--- src/rtl/seg_display_scanner.sv ---
// seg_display_scanner: time-multiplexed driver for common-anode seven-segment digits.
// Latches a packed hex value, scans one digit per refresh slot and drives the
// nibble and active-low anode of the lit digit. Display data only changes at
// frame boundaries so a frame never mixes old and new digits.
//
// Ports:
//   clk_i         system clock, rising edge
//   reset_i       synchronous active-high reset
//   load_i        capture strobe for value_i
//   value_i       packed nibbles, digit i at [4i+3:4i], digit 0 rightmost
//   blank_lz_i    blank leading-zero digits when high
//   binary_o      nibble of the lit digit, to the segment decoder
//   anode_o       active-low digit enables, at most one low
//   frame_done_o  one-cycle pulse after the last digit's slot ends
module seg_display_scanner #(
  parameter int unsigned DIGITS      = 8,
  parameter int unsigned REFRESH_DIV = 100000
) (
  input  logic                  clk_i,
  input  logic                  reset_i,
  input  logic                  load_i,
  input  logic [4*DIGITS-1:0]   value_i,
  input  logic                  blank_lz_i,
  output logic [3:0]            binary_o,
  output logic [DIGITS-1:0]     anode_o,
  output logic                  frame_done_o
);

  localparam int unsigned IdxW = (DIGITS > 1) ? $clog2(DIGITS) : 1;
  localparam int unsigned CntW = $clog2(REFRESH_DIV);
  localparam logic [CntW-1:0] CntMax = CntW'(REFRESH_DIV - 1);
  localparam logic [IdxW-1:0] IdxMax = IdxW'(DIGITS - 1);

  logic [CntW-1:0]       cnt_q, cnt_d;
  logic [IdxW-1:0]       idx_q, idx_d;
  logic [4*DIGITS-1:0]   disp_q, disp_d;
  logic [4*DIGITS-1:0]   pend_q, pend_d;
  logic                  pend_v_q, pend_v_d;
  logic                  tick, wrap;

  logic [3:0]            binary_d;
  logic [DIGITS-1:0]     anode_d;
  logic                  zero_above;

  // Prescaler, digit index and double buffer.
  always_comb begin
    tick     = (cnt_q == CntMax);
    wrap     = tick && (idx_q == IdxMax);
    cnt_d    = tick ? '0 : cnt_q + 1'b1;
    idx_d    = idx_q;
    if (tick) begin
      idx_d = (idx_q == IdxMax) ? '0 : idx_q + 1'b1;
    end
    pend_d   = load_i ? value_i : pend_q;
    pend_v_d = pend_v_q | load_i;
    disp_d   = disp_q;
    if (wrap) begin
      // A load in the wrap cycle bypasses the pending buffer.
      if (load_i) begin
        disp_d = value_i;
      end else if (pend_v_q) begin
        disp_d = pend_q;
      end
      pend_v_d = 1'b0;
    end
  end

  // Outputs are computed from next-state so the digit change lands on the same
  // edge that advances idx. zero_above tracks whether every nibble from the
  // top down to the current one is zero.
  always_comb begin
    binary_d   = 4'h0;
    anode_d    = '1;
    zero_above = 1'b1;
    for (int i = DIGITS - 1; i >= 0; i--) begin
      zero_above = zero_above && (disp_d[4*i +: 4] == 4'h0);
      if (idx_d == IdxW'(i)) begin
        binary_d = disp_d[4*i +: 4];
        if (!(blank_lz_i && (i != 0) && zero_above)) begin
          anode_d[i] = 1'b0;
        end
      end
    end
  end

  always_ff @(posedge clk_i) begin
    if (reset_i) begin
      cnt_q        <= '0;
      idx_q        <= '0;
      disp_q       <= '0;
      pend_q       <= '0;
      pend_v_q     <= 1'b0;
      binary_o     <= 4'h0;
      anode_o      <= '1;
      frame_done_o <= 1'b0;
    end else begin
      cnt_q        <= cnt_d;
      idx_q        <= idx_d;
      disp_q       <= disp_d;
      pend_q       <= pend_d;
      pend_v_q     <= pend_v_d;
      binary_o     <= binary_d;
      anode_o      <= anode_d;
      frame_done_o <= wrap;
    end
  end

endmodule

--- config.mk ---
export PLATFORM = sky130hd
export DESIGN_NAME = seg_display_scanner
export DESIGN_NICKNAME = d
export VERILOG_FILES = /design/src/rtl/seg_display_scanner.sv
export SDC_FILE = /design/constraint.sdc
export NUM_CORES = 1
export LEC_CHECK = 0
export ABC_AREA = 1
export BUFFER_PORTS_ARGS = -buffer_cell sky130_fd_sc_hd__buf_4
export CAP_MARGIN = 20
export CORE_AREA = 4 4 92 94
export CTS_CLUSTER_DIAMETER = 200
export CTS_CLUSTER_SIZE = 14
export DETAILED_ROUTE_END_ITERATION = 6
export DIE_AREA = 0 0 96 98
export PLACE_DENSITY = 0.82
export SYNTH_ARGS = -nofsm -noshare
export SYNTH_HDL_FRONTEND = slang
export SYNTH_SLANG_ARGS = --single-unit
--- constraint.sdc ---
create_clock -name clk_i -period 3.4 [get_ports clk_i]
set_clock_uncertainty 0.1 [all_clocks]
set_input_delay 0.17 -clock clk_i [delete_from_list [all_inputs] [get_ports clk_i]]
set_output_delay 0.17 -clock clk_i [all_outputs]
set_load 0.02 [all_outputs]
=== Word level (Yosys, flattened, before mapping) ===
Cells that the tools add are included.

* Multiplexer cells: 21
* Add/subtract/negate cells: 2
* Equality and inequality tests: 9
* Reduce and logical (&&, ||, !) cells: 31
* Bitwise gates (word level): 8

{| class="wikitable"
|+ Operator list
! cell !! count
|-
| $mux 32 || 3
|-
| $mux 4 || 8
|-
| $logic_not 4->1 || 7
|-
| $reduce_or 2->1 || 9
|-
| $add 17x1->17 const B || 1
|-
| $eq 17x17->1 const B || 1
|-
| $eq 3x3->1 const B || 5
|-
| $logic_and 1x1->1 || 14
|-
| $mux 1 || 8
|-
| $not 1->1 || 7
|-
| $eq 3x2->1 const B || 2
|-
| $mux 3 || 2
|-
| $add 3x1->3 const B || 1
|-
| $eq 3x1->1 const B || 1
|-
| $logic_not 3->1 || 1
|-
| $or 1x1->1 || 1
|}

* Register bits after elaboration: 98
* Word-level logic and storage cells: 86
* Output and inout bits: 13
* Input port bits: 36

=== Depth between registers and ports, before layout ===
* Depth in word-level cells: 12
* Gate-level depth with buffers: 17
* Depth with buffers taken out: 16

=== Worst setup path after synthesis ===
Ideal clock, no wire load.

* Kind: flip-flop to flip-flop
* Start point: register cnt_q[0]
* End point: register binary_o[3]
* Library setup time: 0.112 ns
* Path buffers: 0
* Path slack: 1.368 ns
* Arrival time: 1.820 ns
* Stages on the path, launching flop included: 15
* Cells stage by stage: dfxtp_1 > ha_1 > nand2_1 > nor2_2 > nand3_2 > nor2_4 > nand2_4 > inv_2 > nand2_1 > o21ai_2 > nor2_2 > a21boi_0 > nand4_1 > nand2_1 > nand2_1

* Word-level cells in the longest chain between the ends: 11
* Elaborated cells on any way between the ends: 20
* Classes of those cells: 8 x eq/ne; 10 x mux; 2 x reduce/logical

{| class="wikitable"
|+ Ends and longest elaborated chain
! what !! RTL line !! source
|-
| start: declaration || 34 || <nowiki>logic [CntW-1:0] cnt_q, cnt_d;</nowiki>
|-
| start signal: assignment || 97 || <nowiki>cnt_q <= cnt_d;</nowiki>
|-
| $eq 17x17->1 (*) || 47 || <nowiki>tick = (cnt_q == CntMax);</nowiki>
|-
| $mux 3 or $logic_and 1x1->1 (tied branches) || 51, 48 ||
|-
| $eq 3x3->1 or $mux 32 (tied branches) || 77, 57 ||
|-
| $mux 4 (7 in series) || 77 || <nowiki>if (idx_d == IdxW'(i)) begin</nowiki>
|-
| $mux 4 (*) || 77 ||
|-
| end signal: assignment || 102 || <nowiki>binary_o <= binary_d;</nowiki>
|-
| end: declaration || 24 || <nowiki>output logic [3:0] binary_o,</nowiki>
|}

Every way passes the cells marked *; elsewhere a longest branch is shown, timed or not.
A chain may end at the register's enable or synchronous reset.

=== Worst setup path in the final report ===
* Start point: register cnt_q[16]
* End point: register binary_o[3]

The elaborated chain is that of the path after synthesis.

==> results.yml <==
run_status:
  status: "finished, final reports clean"
synth:
  synth.area.mux_share_pct: 1.060
  synthesis.area_um2: 4722
  synth_seq_area_share_pct: 41.55
  synthAdderAreaFrac_pct: 0.7949
  yosysTopAreaCellShare_pct: 41.55
  yosys_register_bits: 98
  ys_warn_count: 0
  synth-xor-area-share_pct: 0.9274
  synth_area_leader_cell: "dfxtp_1"
  synth-compound-area-share_pct: 10.92
  async_flop_share_pct: 0
  yosys.area_share.simple_pct: 37.25
  ys_types: 40
  synthTopCellsByArea: "dfxtp_1, nand2_1, nor2_1"
  avgSynthCellArea_um2: 6.785
  synth_top_family_by_area: "simple AND/OR/NAND/NOR gates"
  synth_edf_count: 0
  synth_ff_type: "dfxtp_1"
  synth_fp_nets: 735
  syn_inst: 696
sta:
  timing.slew.headroom_pct: 50.57
  hold_viol_final: 0
  fmaxAchievable_ghz: 0.3874
  period_share_pct: 75.92
  slew_violations: 0
  setup_violations: 0
  rsz0062_at_grt: "false"
  worstMarginPinSlew_ns: 0.7415
  period_needed_ns: 2.581
  setup-tns-final_ns: 0
placement:
  dpl_cell_area_um2: 5132
  place.port_buffers: 48
  hpwl_mm: 7.484
  gp_congestion: 0.9334
worst_setup_path:
  cp_num_buf_inv: 1
  crit_chain: "nand3_2, nor3_4, nand3_4, clkinv_2, nand2_4, nand2_1, nand2_1, a21boi_0, nand4_1, nand2_1, nand2_1"
  path_delay_family: "simple AND/OR/NAND/NOR gates"
  crit_top_cell: "nand2_1"
  crit_arrival_ns: 2.73
  critPathMaxFanout: 13
  required_ns: 3.54
  max_stage_delay_ns: 0.69
  critPathKind: "flip-flop to flip-flop"
  worstSetupStartpointType: "flip-flop"
  endpoint_kind: "flip-flop"
  cp_slowest_cell: "dfxtp_1"
floorplan:
  dieArea_um2: 9408
  initial_core_util_pct: 61.75
  die-height_um: 98
  core_um2: 7647
  die_x_um: 96
  rows: 32
  io_pins: 49
detailed_routing:
  wl_per_cell_um: 12.73
  drc: 0
  wl_met1_mm: 5.006
  vias_per_cell: 5.254
  wl_met3_um: 626
  finalWirelength_mm: 10.97
  ant_nets: 0
  highest-signal-layer: "met4"
  drt-initial-drc-count: 224
  detail_route.first_pass.iterations: 5
  dr_wl_met2_mm: 5.089
  vias: 4529
cts:
  cts_setup_buffers: 0
  path_clk_slew_ns: 0.09
  clk_path_buf_depth: 2
  cts_sinks: 98
  cts_buffers: 9
  htreeDepth: 3
  clockRootBuffer: "clkbuf_8"
  clk_latency_ns: 0.36
  tritoncts: "built"
grt:
  track_usage_pct: 24.36
  grt_pass1_vias: 4310
  gr-total-overflow: 0
  grt_pass1_wl_mm: 18.69
  antenna_found_initial: 0
  grt_max_degree: 69
layout:
  fin_nets: 794
  layout_commonest_cell: "nand2_1"
  drive_gt1_share_pct: 14.08
  nFillCells: 617
  mostFrequentLayoutCells: "nand2_1, dfxtp_1, nor2_1"
  diodes: 0
  areaGrowthSynthToFinish_pct: 18.20
  finalInstanceArea_um2: 5582
pwr:
  netSwitchingPower_w: 0.0005161
  powerDensity_nw_per_um2: 391.0
  peakVddDrop_uv: 257.0
  p_int_w: 0.001666
  p_sw_share_pct: 23.65
  pwr-share-seq_pct: 54.2
  comb_power_share_pct: 8.0
  power_frac_clock_pct: 37.8
  p_leak_nw: 2.488
run:
  cap_viol_max_count: 0
min_path:
  hold_path.class: "input pin to flip-flop"
-- metrics by stage --
step	hold slack, ns	utilization, %	setup WS, ns	power [W]	instances
6_report	0.007025	72.99	0.8188	0.002182	862
5_1_grt	0.006753	72.99	0.5860	0.002261	862
4_1_cts	0.0005958	72.99	0.8991	0.002194	862
3_5_place_dp	0.3364	67.11	0.9270	0.001361	823
3_3_place_gp	0.3303	66.75	0.8026	0.001353	822
2_1_floorplan	0.1502	-	1.368	0.001302	696
-- sequential cells by signal (all words and copies together), names as in the netlist --
| signal | flops |
|---|---|
| disp_q | 32 |
| pend_q | 32 |
| cnt_q | 17 |
| anode_o | 8 |
| binary_o | 4 |
| idx_q | 3 |
| frame_done_o | 1 |
| pend_v_q | 1 |
-- area by class of cell --
| cell class | instances | area [um^2] | area share, % |
|---|---|---|---|
| inverters | 62 | 234.0 | 4.192 |
| flip-flops and latches | 98 | 1962 | 35.15 |
| clock inverters | 6 | 91.34 | 1.636 |
| multi-input cells | 510 | 2406 | 43.11 |
| well taps | 102 | 127.6 | 2.286 |
| clock buffers | 10 | 127.6 | 2.286 |
| repair buffers | 74 | 633.1 | 11.34 |
-- worst register-to-register path, cell delays in order, from the launching register on --
cell,delay [ns]
dfxtp_1,0.69
nand3_2,0.16
nor3_4,0.26
nand3_4,0.19
clkinv_2,0.15
nand2_4,0.13
nand2_1,0.10
nand2_1,0.11
a21boi_0,0.24
nand4_1,0.15
nand2_1,0.11
nand2_1,0.08
-- power groups by stage --
stage / registers [W] / logic, W / clock network, W
after floorplan: 0.00121 / 0.0000942 / 0
after global placement: 0.00121 / 0.000145 / 0
after detailed placement: 0.00121 / 0.000151 / 0
after CTS: 0.00118 / 0.000173 / 0.000838
after global routing: 0.00119 / 0.000196 / 0.000879
final: 0.00118 / 0.000175 / 0.000824
-- synthesized netlist by cell type, types with 4 or more instances --
| master | count |
|---|---|
| nand2_1 | 247 |
| dfxtp_1 | 98 |
| nor2_1 | 76 |
| a21oi_1 | 55 |
| inv_1 | 51 |
| nand3_1 | 26 |
| o21ai_0 | 16 |
| nand4_1 | 15 |
| buf_2 | 11 |
| clkbuf_1 | 10 |
| nor2_2 | 8 |
| inv_2 | 7 |
| o21a_1 | 7 |
| nor3_1 | 6 |
| mux2i_1 | 5 |
| nand2_2 | 5 |
| nor2_4 | 4 |
| o21ai_1 | 4 |
| o31ai_1 | 4 |
-- layer usage --
layer  vias to the layer above  track usage (%)
li1                       2323                -
met1                      2047            31.66
met2                       133            39.25
met3                        26            5.470
met4                         0            8.753
met5                         -                0
-- path summary, 6_finish.rpt --
check                                 start     endpoint  slack [ns]  depth (start not counted)
worst max-delay path              cnt_q[16]  binary_o[3]        0.82                         11
worst min register to register     cnt_q[0]     cnt_q[0]        0.35                          1
worst min-delay path            value_i[29]   pend_q[29]       0.007                          3
worst max register to register    cnt_q[16]  binary_o[3]        0.82                         11
-- kinds of logic after synthesis --
logic type / count (synthesis)
simple gates: 404
flops: 98
compound gates: 93
buf+inv: 88
xor+xnor: 5
mux: 5
fa+ha+maj: 3
-- repair_timing --
item / in CTS / in global routing
hold buffers: 23 / 0
hold endpoints to repair: 23 / 0
resized for setup: 0 / 0
Note: power is estimated with default switching activity, not from simulation.
